[src/rtl/regfile_access_ctrl.sv]
// Request-side controller for a register-file word array: accepts write / dual-read
// requests, drives one-hot row strobes for one cycle and returns read data over a response channel.
module regfile_access_ctrl #(
    parameter int WIDTH = 32,
    parameter int DEPTH = 32,
    parameter int AW    = 5
) (
    input  logic             Clk,
    input  logic             Rst_n,
    input  logic             req_valid,
    output logic             req_ready,
    input  logic             req_write,
    input  logic [AW-1:0]    req_addr_w,
    input  logic [WIDTH-1:0] req_data,
    input  logic [AW-1:0]    req_addr_a,
    input  logic [AW-1:0]    req_addr_b,
    output logic             rsp_valid,
    input  logic             rsp_ready,
    output logic [WIDTH-1:0] rsp_data_a,
    output logic [WIDTH-1:0] rsp_data_b,
    output logic             rsp_err,
    output logic [DEPTH-1:0] rf_write_select,
    output logic [WIDTH-1:0] rf_data_o,
    output logic [DEPTH-1:0] rf_read_a,
    output logic [DEPTH-1:0] rf_read_b,
    input  logic [WIDTH-1:0] rf_out_a,
    input  logic [WIDTH-1:0] rf_out_b
);

    typedef enum logic [1:0] {
        S_IDLE,
        S_WRITE,
        S_READ,
        S_RESP
    } state_t;

    state_t           r_state;
    logic             r_req_ready;
    logic [DEPTH-1:0] r_write_select;
    logic [WIDTH-1:0] r_data_o;
    logic [DEPTH-1:0] r_read_a;
    logic [DEPTH-1:0] r_read_b;
    logic             r_rsp_valid;
    logic [WIDTH-1:0] r_rsp_data_a;
    logic [WIDTH-1:0] r_rsp_data_b;
    logic             r_rsp_err;

    logic [DEPTH-1:0] w_sel_w;
    logic [DEPTH-1:0] w_sel_a;
    logic [DEPTH-1:0] w_sel_b;

    // Out-of-range addresses match no row, so their decode is simply all-zero.
    genvar gi;
    generate
        for (gi = 0; gi < DEPTH; gi++) begin : g_dec
            assign w_sel_w[gi] = (req_addr_w == AW'(gi));
            assign w_sel_a[gi] = (req_addr_a == AW'(gi));
            assign w_sel_b[gi] = (req_addr_b == AW'(gi));
        end
    endgenerate

    always_ff @(posedge Clk or negedge Rst_n) begin
        if (!Rst_n) begin
            r_state        <= S_IDLE;
            r_req_ready    <= 1'b1;
            r_write_select <= '0;
            r_data_o       <= '0;
            r_read_a       <= '0;
            r_read_b       <= '0;
            r_rsp_valid    <= 1'b0;
            r_rsp_data_a   <= '0;
            r_rsp_data_b   <= '0;
            r_rsp_err      <= 1'b0;
        end else begin
            case (r_state)
                S_IDLE: begin
                    if (req_valid) begin
                        r_req_ready <= 1'b0;
                        if (req_write) begin
                            r_write_select <= w_sel_w;
                            r_data_o       <= req_data;
                            r_state        <= S_WRITE;
                        end else begin
                            r_read_a <= w_sel_a;
                            r_read_b <= w_sel_b;
                            r_state  <= S_READ;
                        end
                    end
                end
                S_WRITE: begin
                    r_write_select <= '0;
                    r_req_ready    <= 1'b1;
                    r_state        <= S_IDLE;
                end
                S_READ: begin
                    // An empty enable vector marks an out-of-range port.
                    r_read_a     <= '0;
                    r_read_b     <= '0;
                    r_rsp_data_a <= (|r_read_a) ? rf_out_a : '0;
                    r_rsp_data_b <= (|r_read_b) ? rf_out_b : '0;
                    r_rsp_err    <= ~(|r_read_a) | ~(|r_read_b);
                    r_rsp_valid  <= 1'b1;
                    r_state      <= S_RESP;
                end
                S_RESP: begin
                    if (rsp_ready) begin
                        r_rsp_valid <= 1'b0;
                        r_req_ready <= 1'b1;
                        r_state     <= S_IDLE;
                    end
                end
                default: r_state <= S_IDLE;
            endcase
        end
    end

    assign req_ready       = r_req_ready;
    assign rf_write_select = r_write_select;
    assign rf_data_o       = r_data_o;
    assign rf_read_a       = r_read_a;
    assign rf_read_b       = r_read_b;
    assign rsp_valid       = r_rsp_valid;
    assign rsp_data_a      = r_rsp_data_a;
    assign rsp_data_b      = r_rsp_data_b;
    assign rsp_err         = r_rsp_err;

endmodule

[config.mk]
export PLATFORM = sky130hd
export DESIGN_NAME = regfile_access_ctrl
export DESIGN_NICKNAME = d
export VERILOG_FILES = /design/src/rtl/regfile_access_ctrl.sv
export SDC_FILE = /design/constraint.sdc
export NUM_CORES = 1
export LEC_CHECK = 0
export CAP_MARGIN = 40
export CORE_ASPECT_RATIO = 1.75
export CORE_UTILIZATION = 44
export DETAILED_ROUTE_END_ITERATION = 10
export HOLD_SLACK_MARGIN = 0.15
export PLACE_DENSITY_LB_ADDON = 0.05
export SKIP_CTS_REPAIR_TIMING = 1
export SKIP_LAST_GASP = 1
export SLEW_MARGIN = 15
export SYNTH_ARGS = -nofsm -noshare
export SYNTH_HDL_FRONTEND = slang
export SYNTH_SLANG_ARGS = --single-unit
[constraint.sdc]
create_clock -name Clk -period 2.5 [get_ports Clk]
set_clock_uncertainty 0.2 [all_clocks]
set_input_delay 0.25 -clock Clk [delete_from_list [all_inputs] [get_ports Clk]]
set_output_delay 0.25 -clock Clk [all_outputs]
set_load 0.03 [all_outputs]
==> metrics.txt <==
# TYPE chip_impl_metric gauge
chip_impl_metric{name="syn-instance-count",unit=""} 787
chip_impl_metric{name="final_hold_viol_count",unit=""} 0
chip_impl_metric{name="maxSlewHeadroom",unit="%"} 52.9
chip_impl_metric{name="timing.critical_path.required",unit="ps"} 2050
chip_impl_metric{name="area_delta_synth_final",unit="%"} 50.6
chip_impl_metric{name="cp.arrival",unit="ps"} 1680
chip_impl_metric{name="utilization",unit="%"} 67.6
chip_impl_info{name="worstPathCellList",value="clkdlybuf4s50_1"} 1
chip_impl_metric{name="max_cap_violations",unit=""} 0
chip_impl_metric{name="grt.overflow.total",unit=""} 0
chip_impl_metric{name="grt_antenna_before_repair",unit=""} 0
chip_impl_metric{name="post-route-worst-setup-slack",unit="ps"} 370
chip_impl_metric{name="yosys_warnings",unit=""} 0
chip_impl_metric{name="drt-pass1-iter-count",unit=""} 4
chip_impl_metric{name="grtUsageTotal",unit="%"} 26.2
chip_impl_info{name="crit_type",value="reg2out"} 1
chip_impl_metric{name="final_net_count",unit=""} 1203
chip_impl_info{name="cts-root-buf",value="sky130_fd_sc_hd__clkbuf_16"} 1
chip_impl_metric{name="max_slew.worst_pin.slew",unit="ps"} 706
chip_impl_metric{name="dr_total_vias",unit=""} 6822
chip_impl_metric{name="postRouteAntennaNets",unit=""} 0
chip_impl_metric{name="cts_htree_levels",unit=""} 4
chip_impl_metric{name="ctsLongestPathBuffers",unit=""} 2
chip_impl_metric{name="design.die.area",unit="um2"} 18400
chip_impl_metric{name="placeableCoreArea",unit="um2"} 17500
chip_impl_metric{name="timing.final.max_slew_violations",unit=""} 0
chip_impl_metric{name="globalplace.congestion",unit=""} 0.804
chip_impl_info{name="setup.worst_path.end_class",value="output port"} 1
chip_impl_metric{name="number_of_placement_rows",unit=""} 64
chip_impl_metric{name="dpl-instance-area",unit="um2"} 11200
chip_impl_metric{name="fillCellCount",unit=""} 1428
chip_impl_metric{name="timing.critical_path.buf_inv",unit=""} 1
chip_impl_metric{name="wire_per_inst",unit="um"} 18.1
chip_impl_metric{name="power.leakage",unit="nW"} 5.15
chip_impl_metric{name="synthesis.area_per_instance",unit="um2"} 9.95
chip_impl_metric{name="max-vdd-ir-drop",unit="mV"} 0.622
chip_impl_metric{name="buffer_ports.inserted",unit=""} 310
chip_impl_metric{name="final-setup-viol-count",unit=""} 0
chip_impl_metric{name="final_cell_area",unit="um2"} 11800
chip_impl_metric{name="syn-cell-area",unit="um2"} 7830
chip_impl_metric{name="vias_per_cell",unit=""} 5.13
chip_impl_info{name="r2r_start",value="r_state[0]"} 1
chip_impl_metric{name="path_max_fanout",unit=""} 3
chip_impl_metric{name="timing.critical_path.depth",unit=""} 1
chip_impl_info{name="cp_slowest_cell",value="sky130_fd_sc_hd__clkdlybuf4s50_1"} 1
chip_impl_metric{name="global_route_wire_length_before_repair",unit="mm"} 35.8
chip_impl_metric{name="pre_cts_slack",unit="ps"} 143
chip_impl_metric{name="post_route_cells_drive_above_1_share",unit="%"} 6.10
chip_impl_metric{name="synth.yosys.seq_area_share",unit="%"} 63.0
chip_impl_info{name="critical-path-top-delay-family",value="buffers and inverters"} 1
chip_impl_metric{name="fin_cells",unit=""} 1329
chip_impl_metric{name="detail_route.wirelength",unit="mm"} 24.1
chip_impl_metric{name="grt_pass1_vias",unit=""} 6555
chip_impl_metric{name="min_period_over_period",unit="%"} 85.2
chip_impl_info{name="unrepaired_setup_endpoints_after_global_routing",value="false"} 1
chip_impl_info{name="reg2reg_to",value="rf_read_a[10]"} 1
chip_impl_metric{name="clock.fmax",unit="MHz"} 469
chip_impl_metric{name="timing.reg2reg.setup_slack",unit="ps"} 370
chip_impl_info{name="status",value="completed"} 1
chip_impl_info{name="cts_tree",value="built"} 1
chip_impl_metric{name="fin_tns_setup",unit="ps"} 0
chip_impl_metric{name="chipHeight",unit="um"} 179
chip_impl_info{name="critPathLaunchType",value="register"} 1
chip_impl_metric{name="count_of_boundary_i_o_pins",unit=""} 311
chip_impl_metric{name="drc",unit=""} 0
chip_impl_metric{name="cts.sink_count",unit=""} 197
chip_impl_metric{name="clock_insertion_delay_worst_skew",unit="ps"} 440
chip_impl_metric{name="clkTransAtPathRegs",unit="ps"} 70
chip_impl_metric{name="cts_buffers",unit=""} 17
chip_impl_metric{name="synthesis.nets",unit=""} 903
chip_impl_metric{name="final_period_minus_worst_setup_slack",unit="ps"} 2130
chip_impl_metric{name="yosys_register_bits",unit=""} 197
chip_impl_metric{name="antenna_cells",unit=""} 0
chip_impl_metric{name="power_density",unit="nW/um2"} 1060
chip_impl_metric{name="die_w",unit="um"} 103
chip_impl_metric{name="post-dp-hpwl",unit="mm"} 17.3
chip_impl_metric{name="synthDistinctLibCells",unit=""} 31
chip_impl_metric{name="grt_start_max_net_pins",unit=""} 68
chip_impl_info{name="min_path_type",value="in2async"} 1
chip_impl_metric{name="timing.critical_path.slowest_cell_delay",unit="ps"} 710
chip_impl_metric{name="dpl.cell_count",unit=""} 1296
chip_impl_metric{name="drt-initial-drc-count",unit=""} 291
chip_impl_metric{name="initial_utilization",unit="%"} 44.9
chip_impl_metric{name="logic_depth_of_the_worst_register_to_register_path",unit=""} 4
[routing by layer]
metal | routed length, um | GRT usage (%) | up-vias | part of all wire (%)
met1 | 8990 | 29.1 | 3290 | 37
met3 | 1470 | 6.43 | 48 | 6.1
met4 | 865 | 11.9 | 0 | 3.6
met2 | 12700 | 46.4 | 241 | 53
li1 | - | - | 3243 | -
met5 | 0 | 0 | - | 0
[flip-flops by register name, summed over array words and instances, names as in the netlist]
| name | count |
|---|---|
| rf_read_b | 32 |
| rf_data_o | 32 |
| rf_write_select | 32 |
| rsp_err | 1 |
| rsp_valid | 1 |
| rsp_data_b | 32 |
| r_state | 2 |
| rsp_data_a | 32 |
| req_ready | 1 |
| rf_read_a | 32 |
[power by group]
group          internal, mW  switching [mW]  total [mW]
registers              3.96           0.452        4.41
clock network          1.59            1.22        2.81
logic                  1.91            3.36        5.27
[worst max path at each step]
stage | startpoint | to | slack [ps]
after detailed placement | req_valid | rf_read_a[6] | 140
final | req_ready | req_ready | 370
after global placement | req_valid | rf_read_b[12] | 200
after global routing | r_state[0] | rf_read_a[10] | 250
after floorplan | r_state[0] | rf_read_b[4] | 580
after CTS | req_ready | req_ready | 350
[final cells by class]
cell class	instances	area, um2	area share [%]
clock buffer	18	439	3.72
clock inverter	12	155	1.32
multi-input combinational	539	2680	22.7
sequential	197	4930	41.8
tap	231	289	2.45
timing repair buffer	332	3300	28.0
[cell families (layout without fill, tap and decap cells)]
family	count (synthesis)	in the layout	share of synthesized area, %
AOI/OAI and AO/OA	164	164	13.0
buffers and inverters	51	362	3.15
DFF	197	197	63.0
and+or+nand+nor	375	375	20.9
[cell usage in the layout, fill, tap and decap left out, drive strengths merged, types with 5 or more instances in the layout]
master and instances:
a22o 36, clkinv 5, nand2b 12, nor2b 7
buf 19, nor4 16, clkdlybuf4s50 309, nand4 6
o21ai 111, dfrtp 196, clkbuf 19, nor2 17
nor3 9, nand2 284, a32o 10, nand3 5
[through the flow]
step	power, mW	hold slack (ps)
global route	13.1	151
finish	12.5	136
detailed placement	9.78	33.8
CTS	12.6	-433
floorplan	7.49	-246
global placement	9.72	39.0
[cells in the mapped netlist]
cell type,instances,area (um2)
sky130_fd_sc_hd__nand2_1,284,1070
sky130_fd_sc_hd__dfrtp_1,196,4900
sky130_fd_sc_hd__o21ai_0,111,556
sky130_fd_sc_hd__a22o_1,36,315
sky130_fd_sc_hd__clkbuf_1,35,131
sky130_fd_sc_hd__nor2_1,17,63.8
sky130_fd_sc_hd__nor4_1,16,100
sky130_fd_sc_hd__nand2b_1,12,75.1
sky130_fd_sc_hd__a32o_1,10,100
sky130_fd_sc_hd__buf_2,8,40.0
sky130_fd_sc_hd__nor2b_1,7,43.8
sky130_fd_sc_hd__buf_6,6,67.6
sky130_fd_sc_hd__nand4_1,6,37.5
sky130_fd_sc_hd__nand3_1,5,25.0
sky130_fd_sc_hd__nor3_2,5,50.1
sky130_fd_sc_hd__a21oi_1,4,20.0
sky130_fd_sc_hd__nand3b_1,4,30.0
sky130_fd_sc_hd__nor3_1,4,20.0
sky130_fd_sc_hd__or2_2,4,25.0
sky130_fd_sc_hd__nor3b_1,3,22.5
sky130_fd_sc_hd__a22oi_1,2,15.0
sky130_fd_sc_hd__and2_1,2,12.5
sky130_fd_sc_hd__buf_1,2,7.51
sky130_fd_sc_hd__and2_4,1,8.76
sky130_fd_sc_hd__dfstp_2,1,26.3
sky130_fd_sc_hd__nand4b_1,1,8.76
sky130_fd_sc_hd__nor3b_2,1,12.5
sky130_fd_sc_hd__nor4b_4,1,23.8
sky130_fd_sc_hd__o31a_1,1,8.76
sky130_fd_sc_hd__or3_1,1,6.26
sky130_fd_sc_hd__or3b_1,1,8.76
(Power assumes the default switching activity.)
